[src/rtl/pwm_reg_sched_pkg.sv]
// -----------------------------------------------------------------------------
// pwm_reg_sched_pkg
// Shared definitions for the PWM register scheduler:
//   - register address map for the five PWM configuration registers
//   - the fade sequencer state encoding
// -----------------------------------------------------------------------------
package pwm_reg_sched_pkg;

   localparam logic [2:0] REG_EN_OUT_LO = 3'd0;
   localparam logic [2:0] REG_EN_OUT_HI = 3'd1;
   localparam logic [2:0] REG_EN_PWM_LO = 3'd2;
   localparam logic [2:0] REG_EN_PWM_HI = 3'd3;
   localparam logic [2:0] REG_DUTY      = 3'd4;

   typedef enum logic [1:0] {
      IDLE = 2'd0,
      RUN  = 2'd1,
      DONE = 2'd2
   } fade_state_t;

endpackage

[src/rtl/pwm_reg_sched_if.sv]
// -----------------------------------------------------------------------------
// pwm_reg_sched_if
// Host register-write bus from the SPI peripheral's decoder.
//   wr_valid : one-cycle write strobe. There is no ready: the scheduler
//              always accepts a write on the edge where wr_valid is high, and
//              the written value is visible on the outputs the next cycle.
//   wr_addr  : register address (0..7, only 0..NUM_REGS-1 implemented)
//   wr_data  : write data
// Modports: master (SPI side, drives), slave (scheduler side, receives).
// -----------------------------------------------------------------------------
interface pwm_reg_sched_if;

   logic       wr_valid;
   logic [2:0] wr_addr;
   logic [7:0] wr_data;

   modport master (output wr_valid, output wr_addr, output wr_data);
   modport slave  (input  wr_valid, input  wr_addr, input  wr_data);

endinterface

[src/rtl/pwm_fade_step.sv]
// -----------------------------------------------------------------------------
// pwm_fade_step
// Combinational saturating step of the duty cycle toward a target.
//   duty      in  8  current duty cycle
//   target    in  8  value being ramped to
//   step      in  8  increment magnitude (caller guarantees non-zero)
//   next_duty out 8  duty moved one step toward target, clamped at target
//   reached   out 1  next_duty equals target
// A 9-bit intermediate catches carry/borrow so the result never wraps past
// the 8-bit range; it clamps to target instead.
// -----------------------------------------------------------------------------
module pwm_fade_step (
   input  logic [7:0] duty,
   input  logic [7:0] target,
   input  logic [7:0] step,
   output logic [7:0] next_duty,
   output logic       reached
);

   logic [8:0] sum;
   logic [8:0] diff;

   always_comb begin
      sum       = {1'b0, duty} + {1'b0, step};
      diff      = {1'b0, duty} - {1'b0, step};
      next_duty = target;
      if (duty < target) begin
         // Upward: min(duty + step, target)
         if (sum < {1'b0, target}) begin
            next_duty = sum[7:0];
         end
      end else if (duty > target) begin
         // Downward: max(duty - step, target); a borrow means we went below 0
         if (!diff[8] && (diff[7:0] > target)) begin
            next_duty = diff[7:0];
         end
      end
      reached = (next_duty == target);
   end

endmodule

[src/rtl/pwm_reg_sched.sv]
// -----------------------------------------------------------------------------
// pwm_reg_sched
// Owns the five PWM configuration registers and arbitrates writes between the
// SPI host path and an internal fade sequencer that ramps the duty cycle.
// Ports:
//   clk, rst_n       clock, synchronous active-low reset
//   host             pwm_reg_sched_if.slave host write bus
//   fade_start       start-fade pulse (sampled only in IDLE)
//   fade_target      duty value to ramp to
//   fade_step        duty increment per step (0 behaves as 1)
//   fade_interval    extra wait cycles between steps
//   en_reg_out_7_0 / en_reg_out_15_8 / en_reg_pwm_7_0 / en_reg_pwm_15_8 /
//   pwm_duty_cycle   registers 0..4
//   fade_busy        high in RUN and DONE
//   fade_done        one-cycle pulse (the DONE state) when a fade completes
//   fade_aborted     one-cycle pulse after a host duty write cancels a fade
//   fade_state       current sequencer state, for observation
// Host writes always take priority over the sequencer on the duty register.
// -----------------------------------------------------------------------------
module pwm_reg_sched
   import pwm_reg_sched_pkg::*;
#(
   parameter int CNT_W    = 16,
   parameter int NUM_REGS = 5
) (
   input  logic              clk,
   input  logic              rst_n,
   pwm_reg_sched_if.slave    host,
   input  logic              fade_start,
   input  logic [7:0]        fade_target,
   input  logic [7:0]        fade_step,
   input  logic [CNT_W-1:0]  fade_interval,
   output logic [7:0]        en_reg_out_7_0,
   output logic [7:0]        en_reg_out_15_8,
   output logic [7:0]        en_reg_pwm_7_0,
   output logic [7:0]        en_reg_pwm_15_8,
   output logic [7:0]        pwm_duty_cycle,
   output logic              fade_busy,
   output logic              fade_done,
   output logic              fade_aborted,
   output fade_state_t       fade_state
);

   // Register bank
   logic [7:0]       reg_out_lo_q;
   logic [7:0]       reg_out_hi_q;
   logic [7:0]       reg_pwm_lo_q;
   logic [7:0]       reg_pwm_hi_q;
   logic [7:0]       duty_q;

   // Sequencer state and latched fade parameters
   fade_state_t      state_q, state_d;
   logic [CNT_W-1:0] cnt_q, cnt_d;
   logic [CNT_W-1:0] ivl_q;
   logic [7:0]       tgt_q;
   logic [7:0]       step_q;
   logic             aborted_q;

   // Combinational controls
   logic             addr_ok;
   logic             host_duty_wr;
   logic             latch_params;
   logic             step_we;
   logic             abort_now;
   logic [7:0]       next_duty;
   logic             reached;

   assign addr_ok      = host.wr_valid && ({29'd0, host.wr_addr} < NUM_REGS);
   assign host_duty_wr = addr_ok && (host.wr_addr == REG_DUTY);

   pwm_fade_step u_step (
      .duty      (duty_q),
      .target    (tgt_q),
      .step      (step_q),
      .next_duty (next_duty),
      .reached   (reached)
   );

   // Next-state logic
   always_comb begin
      state_d      = state_q;
      cnt_d        = cnt_q;
      latch_params = 1'b0;
      step_we      = 1'b0;
      abort_now    = 1'b0;
      case (state_q)
         IDLE: begin
            // A coincident host duty write wins; the start is dropped.
            if (fade_start && !host_duty_wr) begin
               latch_params = 1'b1;
               cnt_d        = '0;
               state_d      = (duty_q == fade_target) ? DONE : RUN;
            end
         end
         RUN: begin
            if (host_duty_wr) begin
               abort_now = 1'b1;
               cnt_d     = '0;
               state_d   = IDLE;
            end else if (cnt_q == ivl_q) begin
               step_we = 1'b1;
               cnt_d   = '0;
               if (reached) begin
                  state_d = DONE;
               end
            end else begin
               cnt_d = cnt_q + {{(CNT_W-1){1'b0}}, 1'b1};
            end
         end
         DONE: begin
            state_d = IDLE;
         end
         default: begin
            state_d = IDLE;
            cnt_d   = '0;
         end
      endcase
   end

   // Sequencer registers
   always_ff @(posedge clk) begin
      if (!rst_n) begin
         state_q   <= IDLE;
         cnt_q     <= '0;
         ivl_q     <= '0;
         tgt_q     <= 8'h00;
         step_q    <= 8'h01;
         aborted_q <= 1'b0;
      end else begin
         state_q   <= state_d;
         cnt_q     <= cnt_d;
         aborted_q <= abort_now;
         if (latch_params) begin
            ivl_q  <= fade_interval;
            tgt_q  <= fade_target;
            // A zero step would never make progress; treat it as 1.
            step_q <= (fade_step == 8'h00) ? 8'h01 : fade_step;
         end
      end
   end

   // Register bank: host writes first, sequencer steps only the duty register.
   always_ff @(posedge clk) begin
      if (!rst_n) begin
         reg_out_lo_q <= 8'h00;
         reg_out_hi_q <= 8'h00;
         reg_pwm_lo_q <= 8'h00;
         reg_pwm_hi_q <= 8'h00;
         duty_q       <= 8'h00;
      end else begin
         if (addr_ok) begin
            case (host.wr_addr)
               REG_EN_OUT_LO: reg_out_lo_q <= host.wr_data;
               REG_EN_OUT_HI: reg_out_hi_q <= host.wr_data;
               REG_EN_PWM_LO: reg_pwm_lo_q <= host.wr_data;
               REG_EN_PWM_HI: reg_pwm_hi_q <= host.wr_data;
               REG_DUTY:      duty_q       <= host.wr_data;
               default:       ;
            endcase
         end
         if (step_we && !host_duty_wr) begin
            duty_q <= next_duty;
         end
      end
   end

   assign en_reg_out_7_0  = reg_out_lo_q;
   assign en_reg_out_15_8 = reg_out_hi_q;
   assign en_reg_pwm_7_0  = reg_pwm_lo_q;
   assign en_reg_pwm_15_8 = reg_pwm_hi_q;
   assign pwm_duty_cycle  = duty_q;
   assign fade_busy       = (state_q == RUN) || (state_q == DONE);
   assign fade_done       = (state_q == DONE);
   assign fade_aborted    = aborted_q;
   assign fade_state      = state_q;

endmodule

[src/flat_wrapper.sv]
// flat-port wrapper written by rule: the top's interface ports become plain ports
module pwm_reg_sched_flat import pwm_reg_sched_pkg::*;
#(
   parameter int CNT_W    = 16,
   parameter int NUM_REGS = 5
)
  (clk, rst_n, fade_start, fade_target, fade_step, fade_interval, en_reg_out_7_0, en_reg_out_15_8, en_reg_pwm_7_0, en_reg_pwm_15_8, pwm_duty_cycle, fade_busy, fade_done, fade_aborted, fade_state, host_wr_valid, host_wr_addr, host_wr_data);
  pwm_reg_sched_if host_i ();
  input  logic clk;
  input  logic rst_n;
  input  logic fade_start;
  input  logic [7:0] fade_target;
  input  logic [7:0] fade_step;
  input  logic [CNT_W-1:0] fade_interval;
  output logic [7:0] en_reg_out_7_0;
  output logic [7:0] en_reg_out_15_8;
  output logic [7:0] en_reg_pwm_7_0;
  output logic [7:0] en_reg_pwm_15_8;
  output logic [7:0] pwm_duty_cycle;
  output logic fade_busy;
  output logic fade_done;
  output logic fade_aborted;
  output fade_state_t fade_state;
  input wire logic [$bits(host_i.wr_valid)-1:0] host_wr_valid;
  input wire logic [$bits(host_i.wr_addr)-1:0] host_wr_addr;
  input wire logic [$bits(host_i.wr_data)-1:0] host_wr_data;
  assign host_i.wr_valid = host_wr_valid;
  assign host_i.wr_addr = host_wr_addr;
  assign host_i.wr_data = host_wr_data;
  pwm_reg_sched #(.CNT_W(CNT_W), .NUM_REGS(NUM_REGS)) u_core (.clk(clk), .rst_n(rst_n), .host(host_i), .fade_start(fade_start), .fade_target(fade_target), .fade_step(fade_step), .fade_interval(fade_interval), .en_reg_out_7_0(en_reg_out_7_0), .en_reg_out_15_8(en_reg_out_15_8), .en_reg_pwm_7_0(en_reg_pwm_7_0), .en_reg_pwm_15_8(en_reg_pwm_15_8), .pwm_duty_cycle(pwm_duty_cycle), .fade_busy(fade_busy), .fade_done(fade_done), .fade_aborted(fade_aborted), .fade_state(fade_state));
endmodule
[config.mk]
export PLATFORM = sky130hd
export DESIGN_NAME = pwm_reg_sched_flat
export DESIGN_NICKNAME = d
export VERILOG_FILES = /design/src/rtl/pwm_reg_sched_pkg.sv /design/src/rtl/pwm_reg_sched_if.sv /design/src/rtl/pwm_fade_step.sv /design/src/rtl/pwm_reg_sched.sv /design/src/flat_wrapper.sv
export SDC_FILE = /design/constraint.sdc
export NUM_CORES = 1
export LEC_CHECK = 0
export ABC_AREA = 0
export CAP_MARGIN = 20
export CORE_ASPECT_RATIO = 0.6
export CORE_MARGIN = 3
export CORE_UTILIZATION = 59
export CTS_BUF_LIST = sky130_fd_sc_hd__clkbuf_4 sky130_fd_sc_hd__clkbuf_8
export CTS_CLUSTER_SIZE = 10
export DETAILED_ROUTE_END_ITERATION = 16
export GPL_TIMING_DRIVEN = 0
export HOLD_SLACK_MARGIN = 0.1
export PLACE_DENSITY = 0.88
export SYNTH_ARGS = -nofsm -noshare
export SYNTH_HDL_FRONTEND = slang
export SYNTH_SLANG_ARGS = --single-unit
export TNS_END_PERCENT = 30
[constraint.sdc]
create_clock -name clk -period 7.9 [get_ports clk]
set_input_delay 1.975 -clock clk [delete_from_list [all_inputs] [get_ports clk]]
set_output_delay 1.975 -clock clk [all_outputs]
set_load 0.01 [all_outputs]
After elaboration in Yosys (flattened, before gate mapping)
Cells that the tools add are included.
- bits in registers: 91
- bits of input ports: 47
- output and inout port bits: 45
- logic and storage cells: 77
- add/sub/neg operators: 3
- $lt $le $gt $ge: 5
- eq/ne operators: 12
- mux-type cells: 24
- bitwise gates (word level): 1
- reduce and logical (&&, ||, !) cells: 21
- operator list (kind ; count):
    $mux 8 ; 8
    $mux 16 ; 3
    $pmux 16 s3 ; 1
    $add 16x1->16 const B ; 1
    $eq 16x16->1 ; 1
    $eq 8x8->1 ; 2
    $gt 8x8->1 ; 2
    $reduce_and 2->1 ; 7
    $mux 2 ; 5
    $add 8x8->9 ; 1
    $lt 9x8->1 ; 1
    $sub 8x8->9 ; 1
    $logic_not 8->1 ; 1
    $lt 8x8->1 ; 1
    $eq 3x2->1 const B ; 2
    $mux 1 ; 6
    $ne 3x1->1 const B ; 2
    $logic_and 1x1->1 ; 5
    $pmux 2 s2 ; 1
    $reduce_bool 2->1 ; 2
    $eq 3x1->1 const B ; 1
    $eq 3x3->1 const B ; 1
    $logic_not 3->1 ; 1
    $lt 3x3->1 const B ; 1
    other kinds (8) ; 9

Logic depth before layout (Yosys ltp)
Gate-level depths: netlist (run 1).
- word-level depth: 11
- mapped depth: 18
- mapped depth without buffers: 17

Modules after synthesis
A second synthesis (run 1) with hierarchy kept.
- cell total of the unflattened synthesis: 658
- area total of the unflattened synthesis: 5595.4 µm²
- by module, submodules not included (module ; times used ; cells each ; area an instance (µm²)):
    pwm_reg_sched ; 1 ; 464 ; 4126.5
    pwm_fade_step ; 1 ; 194 ; 1468.9

Worst setup path after synthesis (run 1)
No wires, ideal clock.
- kind: register to register
- start: reg u_core.duty_q[2], in the netlist u_core.pwm_duty_cycle[2]
- end: reg u_core.state_q[0], in the netlist u_core.fade_state[0]
- setup time: 123 ps
- arrival time: 3474 ps
- required time: 7777 ps
- setup slack: 4302 ps
- stages on the path, launching flop included: 17
- path buffers: 1
- path through: dfxtp_1 -> ha_1 -> buf_6 -> o21ai_1 -> a21oi_1 -> o21a_1 -> o41a_1 -> xor2_1 -> ha_1 -> and3_1 -> a41o_1 -> a21oi_1 -> nand3_1 -> o22a_1 -> a21oi_1 -> o31ai_2 -> mux2_1
- cells in the longest elaborated chain, start to end: 9
- elaborated cells on any way between the ends: 19
- classes of those cells: add/sub (2); order compare (4); eq/ne (3); mux (7); reduce/logical (3)
- RTL lines (item ; line ; RTL):
    start: declaration ; pwm_reg_sched.sv:49 ; logic [7:0] duty_q;
    start signal: assignment ; pwm_reg_sched.sv:157 ; REG_DUTY: duty_q <= host.wr_data;
    start signal: assignment ; pwm_reg_sched.sv:162 ; duty_q <= next_duty;
    $sub 8x8->9 ; pwm_fade_step.sv:25 ; diff = {1'b0, duty} - {1'b0, step};
    $gt 8x8->1 or $logic_not 1->1 (tied branches) ; pwm_fade_step.sv:34 ; if (!diff[8] && (diff[7:0] > target)) begin
    $logic_and 1x1->1 ; pwm_fade_step.sv:34 ;
    $mux 8 ; pwm_fade_step.sv:34 ;
    $mux 8 ; pwm_fade_step.sv:32 ; end else if (duty > target) begin
    $mux 8 ; pwm_fade_step.sv:27 ; if (duty < target) begin
    $eq 8x8->1 ; pwm_fade_step.sv:38 ; reached = (next_duty == target);
    $ne 3x1->1 (no source line) ; n/a ;
    $reduce_and 3->1 (no source line) ; n/a ;
    end signal: assignment ; pwm_reg_sched.sv:130 ; state_q <= state_d;
    end: declaration ; pwm_reg_sched.sv:52 ; fade_state_t state_q, state_d;
Parallel ways exist; a longest one is shown, timed or not. The select of a mux whose other input is x is not followed.
A chain may end at the register's enable or synchronous reset.

Worst setup path after layout (run 1)
- start: reg u_core.duty_q[0], in the netlist u_core.pwm_duty_cycle[0]
- end: reg u_core.state_q[0], in the netlist u_core.fade_state[0]
The elaborated chain is that of the path after synthesis.

==> results of run 1 <==
-- cell type report --
class / count / area share [%]
well taps: 112 / 2.16
flip-flops and latches: 91 / 28.0
clock buffers: 12 / 2.35
clock inverters: 3 / 0.385
repair buffers: 90 / 13.9
inverters: 28 / 1.62
plain buffers: 28 / 1.77
multi-input cells: 510 / 49.8
-- registers in the layout (all words and copies together) (netlist names) --
register,count
u_core.cnt_q,16
u_core.en_reg_out_15_8,8
u_core.en_reg_out_7_0,8
u_core.en_reg_pwm_15_8,8
u_core.en_reg_pwm_7_0,8
u_core.fade_aborted,1
u_core.fade_state,2
u_core.ivl_q,16
u_core.pwm_duty_cycle,8
u_core.step_q,8
u_core.tgt_q,8
-- layout by cell type (no fill, tap or decap), types with 3 or more instances in the layout --
| cell | instances |
|---|---|
| nand2_1 | 144 |
| clkbuf_1 | 20 |
| o22ai_1 | 5 |
| a221oi_2 | 3 |
| nor4_1 | 4 |
| a31oi_1 | 6 |
| a21oi_1 | 71 |
| dfxtp_1 | 91 |
| o21bai_1 | 4 |
| clkdlybuf4s50_1 | 90 |
| ha_1 | 43 |
| or3_1 | 4 |
| nand3_1 | 8 |
| clkbuf_8 | 10 |
| o21a_1 | 6 |
| nand2b_1 | 5 |
| nor3_1 | 6 |
| inv_1 | 27 |
| nor2_1 | 47 |
| o221ai_1 | 7 |
| mux2i_1 | 9 |
| nand4_1 | 11 |
| a211oi_1 | 3 |
| buf_1 | 5 |
| xor2_1 | 26 |
| a21oi_2 | 3 |
| xnor2_1 | 34 |
| o21ai_0 | 12 |
| and3_1 | 11 |
-- cells by family after synthesis --
group | share of synthesized area (%)
simple gates | 20.9
buf+inv | 4.17
mux | 1.92
compound gates | 17.6
xor+xnor | 9.95
fa+ha+maj | 10.9
flops | 34.5
-- metal layers --
layer  up-vias  part of all wire (%)  track usage (%)
met5         -                     0                0
met4         0                   1.2             6.78
met3        19                    12             10.6
met2       287                    40             48.1
met1      2503                    46             48.6
li1       2468                     -                -
-- power by group through the flow --
stage,Clock (W),Combinational [W],Sequential [W]
6_report,0.000288,0.000879,0.000558
5_1_grt,0.000307,0.000956,0.000561
4_1_cts,0.000290,0.000848,0.000555
3_5_place_dp,0,0.000841,0.000565
3_3_place_gp,0,0.000817,0.000563
2_1_floorplan,0,0.000574,0.000552
-- how the worst max path moves through the flow --
stage	start	endpoint	cells after the start	slack, ps
after floorplan	u_core.pwm_duty_cycle[2]$_SDFFE_PN0P_	u_core.fade_state[0]$_SDFFE_PN0P_	16	4300
after global placement	host_wr_addr[1]	u_core.cnt_q[15]$_SDFFE_PN0P_	9	3440
after detailed placement	host_wr_addr[1]	u_core.cnt_q[11]$_SDFFE_PN0P_	9	3340
after CTS	u_core.pwm_duty_cycle[0]$_SDFFE_PN0P_	u_core.fade_state[0]$_SDFFE_PN0P_	17	3620
after global routing	u_core.pwm_duty_cycle[1]$_SDFFE_PN0P_	u_core.pwm_duty_cycle[1]$_SDFFE_PN0P_	15	3280
final	u_core.pwm_duty_cycle[0]$_SDFFE_PN0P_	u_core.fade_state[0]$_SDFFE_PN0P_	17	3490
-- critical path: cells and delay by family, from the launching register on --
| family | cells | cell delay (ps) |
|---|---|---|
| compound gates | 9 | 1980 |
| flops | 1 | 380 |
| mux | 1 | 360 |
| buf+inv | 2 | 200 |
| simple gates | 1 | 210 |
| fa+ha+maj | 3 | 910 |
| xor+xnor | 1 | 230 |
-- per-stage QoR --
| step | area (sq um) | setup slack (ps) | std cells |
|---|---|---|---|
| after global routing | 6500 | 3280 | 874 |
| final | 6500 | 3490 | 874 |
| after CTS | 6500 | 3620 | 874 |
| after floorplan | 5280 | 4300 | 657 |
| after detailed placement | 6320 | 3340 | 859 |
| after global placement | 6320 | 3440 | 859 |
==> reports/results.ini, run 1 <==
[final_layout]
fill_cells = 593
drive_above_1_share_pct = 3.94
regArea_sq_um = 1820
area_delta_synth_final_pct = 23.1
multi_input_area_sq_um = 3240
final_core_util_pct = 75.4
antenna_cells = 0
nets = 850

[power_and_ir_drop]
p_int_w = 0.000973
seq_power_share_pct = 32.4
p_total_w = 0.00172
ir_worst_vdd_v = 0.000201
p_per_area_nw_per_um2 = 265
netSwitchingFraction_pct = 43.6
p_switching_w = 0.000752
p_leak_nw = 2.46
comb_power_share_pct = 51.0
p_clk_share_pct = 16.7

[clock_network]
post_cts_buffers = 0
cts_tree = built
clk_latency_ps = 360
numCtsBuffers = 9
cts.sinks = 91
cts_hold_buffers = 0
clkSlewWorstSetupHoldPaths_ps = 90
cts.repair.resized = 0
htreeDepth = 3
cts_root_buf = clkbuf_8
clk_path_buf_depth = 2

[critical_path]
reg2reg_depth = 17
critPathRequiredTime_ps = 8140
start_kind = register
max_stage_delay_ps = 410
crit_chain = inv_1 > ha_1 > inv_1 > fa_1 > a211oi_2 > o21bai_1 > a21oi_2 > xnor2_1 > ha_1 > a21o_1 > a21oi_1 > o21ai_0 > and3_1 > a221oi_2 > a21oi_1 > o31ai_2 > mux2_1
crit_path_end_kind = register
critPathMaxFanout = 4
timing.rr.start = u_core.pwm_duty_cycle[0]$_SDFFE_PN0P_
rrSetupSlack_ps = 3490
crit_slowest_cell = fa_1
crit_type = register to register
reg2reg_to = u_core.fade_state[0]$_SDFFE_PN0P_
cp_data_arrival_time_ps = 4650

[logic_synthesis]
synthArstFlopShare_pct = 0
yosys_warnings = 0
synth.yosys.seq_area_share_pct = 34.5
netlist_area_sq_um = 5280
synth_top_cell_by_area = dfxtp_1
yosysUniqueCellTypes = 61
syn_avg_cell_area_sq_um = 8.04
synth_area_leaders = dfxtp_1 34%, nand2_1 10%, ha_1 10%, a21oi_1 6.7%, xnor2_1 5.6%
synth_fp_nets = 749
synth_top_area_share_pct = 34.5
synth_edf_count = 0
synth-seq-cells = 91
synth.most_common_cell = nand2_1
synth_cells = 657
synth_commonest_cells = 144 x nand2_1, 91 x dfxtp_1, 71 x a21oi_1
synth_top_flop_cell = dfxtp_1

[hold_path]
hold_path_class = register to register
worstHoldEndpoint = u_core.en_reg_out_7_0[3]$_SDFFE_PN0P_
whs_path_depth = 2
hold_start = u_core.en_reg_out_7_0[3]$_SDFFE_PN0P_

[die]
dieArea_sq_um = 10200
fp.coreArea_sq_um = 8620
die_x_um = 128
initial_utilization_pct = 61.3
fp.dieH_um = 79.3
num_rows = 26
io_pins = 92

[sta]
setup_viol = 0
timing.fmax_ghz = 0.227
fin_skew_ps = 12.9
hold_viol_final = 0
rsz0062_at_grt = false
period_share_pct = 55.8
relSlewSlack_pct = 40.1
tightest_slew_ps = 897
holdWs_ps = 458
fin_crit_ps = 4410
fin_tns_setup_ps = 0
slew_viol_final = 0

[routing]
drc = 0
first_pass_iters = 5
viasPerCell = 6.04
drt_iter0_drc = 544
ant_nets = 0
vias = 5277
wire_per_inst_um = 19.0
routed_wl_mm = 16.6

[grt]
antenna_found_initial = 0
grt_start_max_net_pins = 15
grt_pass1_vias = 4978
grt_pass1_wl_mm = 25.9
overflow = 0
grt_usage_pct = 33.3

[placement]
hpwlAfterDp_mm = 13.2
place.gp.congestion = 0.994
numPortBuffers = 90

[outcome]
status = finished, final reports clean

[run]
max-cap-violations = 0

(Power assumes the default switching activity.)
==> run 2, diff against run 1 <==
--- a/config.mk
+++ b/config.mk
@@ -9,13 +9,13 @@
 export CAP_MARGIN = 20
 export CORE_ASPECT_RATIO = 0.6
 export CORE_MARGIN = 3
-export CORE_UTILIZATION = 59
+export CORE_UTILIZATION = 50
 export CTS_BUF_LIST = sky130_fd_sc_hd__clkbuf_4 sky130_fd_sc_hd__clkbuf_8
 export CTS_CLUSTER_SIZE = 10
 export DETAILED_ROUTE_END_ITERATION = 16
 export GPL_TIMING_DRIVEN = 0
 export HOLD_SLACK_MARGIN = 0.1
-export PLACE_DENSITY = 0.88
+export PLACE_DENSITY = 0.79
 export SYNTH_ARGS = -nofsm -noshare
 export SYNTH_HDL_FRONTEND = slang
 export SYNTH_SLANG_ARGS = --single-unit
==> constraint.sdc (replaced) <==
create_clock -name clk -period 4 [get_ports clk]
set_input_delay 1 -clock clk [delete_from_list [all_inputs] [get_ports clk]]
set_output_delay 1 -clock clk [all_outputs]
set_load 0.01 [all_outputs]
==> run 2 against run 1 <==
Effect of this change:
- sequential power is 97% higher
- maximum frequency is 12% higher
- sequential cell count unchanged
- final cell count grew 3.3%
- critical endpoint unchanged
==> reports/results.ini, run 2 (synthesis gave the netlist of run 1 again) <==
[critical_path]
critPathCapture = u_core.fade_state[0]$_SDFFE_PN0P_
setup.worst_path.start = u_core.pwm_duty_cycle[2]$_SDFFE_PN0P_
cpLargestDelayFamily = compound AO/OA/AOI/OAI gates
critPathMaxFanout = 8  ; +4
crit_type = register to register
crit_top_cell = a21oi_2
crit_path_end_kind = register
crit_slowest_cell = o41a_1
critPathRequiredTime_ps = 4280  ; -3860 ps
max_stage_delay_ps = 430  ; +20 ps
cp_data_arrival_time_ps = 4220  ; -430 ps
reg2reg_depth = 16  ; -1
timing.rr.start = u_core.pwm_duty_cycle[2]$_SDFFE_PN0P_
start_kind = register
path_depth = 16  ; -1
crit_chain = ha_1 > buf_6 > o21ai_2 > a21oi_2 > o21a_1 > o41a_1 > xor2_2 > ha_1 > and3_4 > a41o_1 > a21oi_2 > nand3_2 > o22a_1 > a21oi_2 > o31ai_2 > mux2_4
rrSetupSlack_ps = 50  ; -3440 ps
reg2reg_to = u_core.fade_state[0]$_SDFFE_PN0P_
cp.buffers_inverters = 1  ; -1

[hold_path]
hold_path_class = register to register

[placement]
postPlaceCellArea_sq_um = 6350  ; +0.46%
place_inst = 882  ; +2.7%
post-place-ws_ps = -171  ; -3510 ps
numPortBuffers = 90  ; unchanged
place.gp.congestion = 0.962  ; -3.2%
hpwlAfterDp_mm = 13.0  ; -1.7%

[power_and_ir_drop]
ir_worst_vdd_v = 0.000323  ; +61%
p_leak_nw = 2.55  ; +3.8%
p_per_area_nw_per_um2 = 544  ; +100%

[sta]
holdWs_ps = 458  ; -0.632 ps
timing.fmax_ghz = 0.253  ; +12%
setup_viol = 0  ; unchanged
hold_viol_final = 0  ; unchanged
setup_slack_ps = 52.0  ; -3440 ps
slew_viol_final = 0  ; unchanged
tightest_slew_ps = 918  ; +21.4 ps
fin_skew_ps = 13.6  ; +0.625 ps
relSlewSlack_pct = 38.7  ; -1.4 points
period_share_pct = 98.7  ; +43 points
fin_crit_ps = 3950  ; -462 ps

[final_layout]
area_delta_synth_final_pct = 27.1
antenna_cells = 0  ; unchanged
fin_cells = 903  ; +3.3%
final_common_cell = nand2_1
drive_above_1_share_pct = 8.46  ; +4.5 points
top_regs = u_core.cnt_q (16), u_core.ivl_q (16)
nets = 855  ; +0.59%
design_area_sq_um = 6710  ; +3.3%
mostFrequentLayoutCells = 143 x nand2_1, 90 x clkdlybuf4s50_1, 84 x dfxtp_1

[die]
dieArea_sq_um = 11900  ; +17%
fp.dieH_um = 85.6  ; +8.0%
num_rows = 28  ; +7.7%
initial_utilization_pct = 52.5  ; -8.7 points
io_pins = 92  ; unchanged
die_x_um = 139  ; +8.2%
fp.coreArea_sq_um = 10100  ; +17%

[clock_network]
cts_tree = built
clk_latency_ps = 380  ; +20 ps
numCtsBuffers = 9  ; unchanged
htreeDepth = 3  ; unchanged
clkSlewWorstSetupHoldPaths_ps = 110  ; +20 ps
clk_path_buf_depth = 2  ; unchanged
cts.sinks = 91  ; unchanged
cts_root_buf = clkbuf_8

[grt]
grt_usage_pct = 27.8  ; -5.6 points
grt_pass1_vias = 4969  ; -0.18%
antenna_found_initial = 0  ; unchanged
overflow = 0  ; unchanged
grt_pass1_wl_mm = 26.2  ; +1.1%
grt_start_max_net_pins = 19  ; +4

[routing]
viasPerCell = 5.75  ; -4.8%
drc = 0  ; unchanged
ant_nets = 0  ; unchanged
routed_wl_mm = 16.8  ; +1.1%
vias = 5190  ; -1.6%
first_pass_iters = 5  ; unchanged
wire_per_inst_um = 18.6  ; -2.2%
drt_iter0_drc = 555  ; +2.0%

[run]
max-cap-violations = 0  ; unchanged

[outcome]
status = finished, final reports clean

run 2: cell count changes in the layout (fill, tap and decap cells not counted), sizes merged:
cell / change
buf: +6
clkbuf: -4
bufinv: +1
inv: +4
clkinvlp: -1
run 2: worst min path at each step:
stage / from / to / slack (ps) / cells past startpoint
detailed placement: u_core.en_reg_out_7_0[6]$_SDFFE_PN0P_ / u_core.en_reg_out_7_0[6]$_SDFFE_PN0P_ / 450 / 2
CTS: u_core.en_reg_out_7_0[6]$_SDFFE_PN0P_ / u_core.en_reg_out_7_0[6]$_SDFFE_PN0P_ / 460 / 2
global placement: u_core.en_reg_out_15_8[7]$_SDFFE_PN0P_ / u_core.en_reg_out_15_8[7]$_SDFFE_PN0P_ / 440 / 2
finish: u_core.en_reg_pwm_15_8[5]$_SDFFE_PN0P_ / u_core.en_reg_pwm_15_8[5]$_SDFFE_PN0P_ / 460 / 2
global route: u_core.en_reg_out_7_0[6]$_SDFFE_PN0P_ / u_core.en_reg_out_7_0[6]$_SDFFE_PN0P_ / 470 / 2
floorplan: u_core.ivl_q[0]$_SDFFE_PN0P_ / u_core.ivl_q[0]$_SDFFE_PN0P_ / 450 / 2
run 2: repair_timing:
item                                    CTS  global route
pin swaps                                 3            10
resized for setup                        10            23
setup buffers                             3             3
hold buffers                              0             0
endpoints found under the setup margin    9            10
run 2: worst register-to-register path, cell delays in order (launching register included):
cell and delay (ps):
dfxtp_4 370, ha_1 300, buf_6 150, o21ai_2 140
a21oi_2 60, o21a_1 240, o41a_1 440, xor2_2 210
ha_1 290, and3_4 200, a41o_1 260, a21oi_2 170
nand3_2 170, o22a_1 270, a21oi_2 190, o31ai_2 100
mux2_4 310
run 2: per-stage QoR:
stage	util, %	setup TNS [ps]	power, W
2_1_floorplan	-	0	0.00222
3_3_place_gp	63.2	-457	0.00272
3_5_place_dp	63.2	-912	0.00276
4_1_cts	65.9	0	0.00349
5_1_grt	66.8	-202	0.00385
6_report	66.8	0	0.00365
run 2: final cells by class:
cell class              instances  area (sq um)
clock buffers                   9           124
multi-input cells             510          3330
repair buffers                 96           946
clock inverters                 7          90.1
fillers                       827          3340
well taps                     135           169
inverters                      28           105
flip-flops and latches         91          1830
plain buffers                  27           114
run 2: metal layers:
layer | GRT usage (%) | vias up | wire [um]
met5 | 0 | - | 0
met4 | 5.24 | 0 | 192
met3 | 7.47 | 25 | 1920
met2 | 40.1 | 289 | 6780
met1 | 41.7 | 2404 | 7870
li1 | - | 2472 | -
run 2: report_power, final:
group / total [W] / leakage, nW / switching (W) / internal, W
logic: 0.00187 / 1.70 / 0.00111 / 0.000755
registers: 0.00110 / 0.743 / 0.000109 / 0.000992
clock network: 0.000682 / 0.110 / 0.000376 / 0.000307
total: 0.00365 / 2.55 / 0.00160 / 0.00205
==> run 3, diff against run 2 <==
--- a/config.mk
+++ b/config.mk
@@ -15,6 +15,7 @@
 export DETAILED_ROUTE_END_ITERATION = 16
 export GPL_TIMING_DRIVEN = 0
 export HOLD_SLACK_MARGIN = 0.1
+export MAX_ROUTING_LAYER = met4
 export PLACE_DENSITY = 0.79
 export SYNTH_ARGS = -nofsm -noshare
 export SYNTH_HDL_FRONTEND = slang
==> run 3 against run 2 <==
Effect of this change:
- non-clock buffer count increased by 11
- highest routed layer unchanged
- largest power group unchanged
- critical path depth increased by 1
- count of clock-buffer cells in the layout unchanged
- critical endpoint unchanged
- worst setup slack improved by 22 ps
- utilization increased by 1.6 points
- sequential cell count unchanged
- maximum frequency increased by 0.56%
==> reports/results.ini, run 3 (synthesis gave the netlist of run 1 again) <==
[critical_path]
crit_top_cell = ha_1
cpLargestDelayFamily = compound AO/OA/AOI/OAI gates
max_stage_delay_ps = 380  ; -50 ps
start_kind = register
crit_path_end_kind = register
critPathRequiredTime_ps = 4270  ; about the same
cp.buffers_inverters = 2  ; +1
crit_slowest_cell = dfxtp_4
critPathMaxFanout = 4  ; -4
crit_type = register to register
cp_data_arrival_time_ps = 4190  ; -30 ps
crit_chain = inv_1 > ha_1 > nand2b_1 > a221oi_4 > o21bai_2 > or2b_1 > xnor2_1 > ha_1 > o21a_1 > o21ai_1 > a31oi_1 > buf_4 > a211o_4 > o22a_1 > a21oi_2 > o31ai_2 > mux2_4

[sta]
slew_viol_final = 0  ; unchanged
fin_tns_setup_ps = 0  ; unchanged
tightest_slew_ps = 858  ; -60.4 ps
fin_crit_ps = 3930  ; -22.1 ps
timing.fmax_ghz = 0.255  ; +0.56%
relSlewSlack_pct = 42.6  ; +3.9 points
setup_viol = 0  ; unchanged
hold_viol_final = 0  ; unchanged
fin_skew_ps = 8.47  ; -5.08 ps
setup_slack_ps = 74.1  ; +22.1 ps
period_share_pct = 98.1  ; -0.55 points

[power_and_ir_drop]
p_per_area_nw_per_um2 = 547  ; +0.59%
p_total_w = 0.00376  ; +3.0%
p_leak_nw = 2.62  ; +2.6%
ir_worst_vdd_v = 0.000348  ; +8.0%

[clock_network]
numCtsBuffers = 9  ; unchanged
clkSlewWorstSetupHoldPaths_ps = 100  ; about the same
clk_path_buf_depth = 2  ; unchanged
htreeDepth = 3  ; unchanged
cts.sinks = 91  ; unchanged
clk_latency_ps = 370  ; about the same
cts_tree = built
cts_root_buf = clkbuf_8

[routing]
routed_wl_mm = 17.1  ; +2.1%
vias = 5232  ; +0.81%
ant_nets = 0  ; unchanged
wire_per_inst_um = 18.7  ; +0.90%
first_pass_iters = 5  ; unchanged
drt_iter0_drc = 481  ; -13%
drc = 0  ; unchanged
viasPerCell = 5.72  ; -0.40%

[final_layout]
antenna_cells = 0  ; unchanged
drive_above_1_share_pct = 10.4  ; +1.9 points
nets = 866  ; +1.3%
fill_cells = 820  ; -0.85%
mostFrequentLayoutCells = 143 x nand2_1, 90 x clkdlybuf4s50_1, 84 x dfxtp_1
area_delta_synth_final_pct = 30.2
final_core_util_pct = 68.4  ; +1.6 points
multi_input_area_sq_um = 3400  ; +2.0%
top_regs = u_core.cnt_q (16), u_core.ivl_q (16)
final_common_cell = nand2_1
design_area_sq_um = 6880  ; +2.4%
regArea_sq_um = 1840  ; +0.55%

[die]
fp.coreArea_sq_um = 10100  ; unchanged
fp.dieH_um = 85.6  ; unchanged
num_rows = 28  ; unchanged
io_pins = 92  ; unchanged
initial_utilization_pct = 52.5  ; unchanged
die_x_um = 139  ; unchanged
dieArea_sq_um = 11900  ; unchanged

[placement]
post-place-ws_ps = -280  ; -109 ps
place.gp.congestion = 1.00  ; +4.3%
numPortBuffers = 90  ; unchanged
postPlaceCellArea_sq_um = 6350  ; unchanged
hpwlAfterDp_mm = 13.1  ; +1.4%

[hold_path]
hold_path_class = register to register

[grt]
grt_start_max_net_pins = 19  ; unchanged
overflow = 0  ; unchanged
grt_pass1_wl_mm = 25.8  ; -1.3%
grt_usage_pct = 28.7  ; +0.93 points
antenna_found_initial = 0  ; unchanged
grt_pass1_vias = 4900  ; -1.4%

[run]
max-cap-violations = 0  ; unchanged

[outcome]
status = finished, final reports clean

run 3: cell count changes in the layout (fill, tap and decap cells not counted), moves of 2 or more:
cell	previous run	this run
buf_2	3	1
buf_4	6	17
dfxtp_2	6	2
dfxtp_4	1	5
xnor2_1	32	30
xnor2_2	2	4
run 3: layout make-up:
cell class	count	share of cell area, %
Multi-Input combinational cell	510	49.4
Sequential cell	91	26.8
Timing Repair Buffer	107	15.0
Tap cell	135	2.46
Clock buffer	9	1.80
Buffer	27	1.75
Inverter	28	1.53
Clock inverter	7	1.31
run 3: per-layer routing:
| metal | up-vias | track usage (%) | routed length [um] |
|---|---|---|---|
| met5 | - | - | 0 |
| met3 | 22 | 7.74 | 1860 |
| met4 | 0 | 5.15 | 191 |
| met2 | 260 | 41.3 | 7070 |
| li1 | 2506 | - | - |
| met1 | 2444 | 40.9 | 8000 |
run 3: power breakdown:
group,internal [W],switching (W)
sequential,0.000992,0.000110
clock,0.000307,0.000379
combinational,0.000828,0.00115
total,0.00213,0.00163
run 3: final timing paths:
path | startpoint | to | slack, ps | cells after the start
max | u_core.step_q[1]$_SDFFE_PN0P_ | u_core.fade_state[0]$_SDFFE_PN0P_ | 70 | 17
min | u_core.en_reg_pwm_15_8[1]$_SDFFE_PN0P_ | u_core.en_reg_pwm_15_8[1]$_SDFFE_PN0P_ | 460 | 2
max reg2reg | u_core.step_q[1]$_SDFFE_PN0P_ | u_core.fade_state[0]$_SDFFE_PN0P_ | 70 | 17
min reg2reg | u_core.en_reg_pwm_15_8[1]$_SDFFE_PN0P_ | u_core.en_reg_pwm_15_8[1]$_SDFFE_PN0P_ | 460 | 2
run 3: worst min-delay path: cells and delay by family, from the launching register on:
family / cells / cell delay (ps)
compound gates: 1 / 50
flops: 1 / 320
simple gates: 1 / 50
run 3: repair_timing:
action                     CTS  global route
hold buffers                 0             0
resized for setup           12            35
cloned                       0             0
setup endpoints to repair   10            10
pin swaps                    6            15
buffers inserted             3            14
run 3: stage by stage:
step / std cells / hold WS (ps)
2_1_floorplan: 657 / 450
3_3_place_gp: 882 / 442
3_5_place_dp: 882 / 447
4_1_cts: 900 / 461
5_1_grt: 914 / 487
6_report: 914 / 463
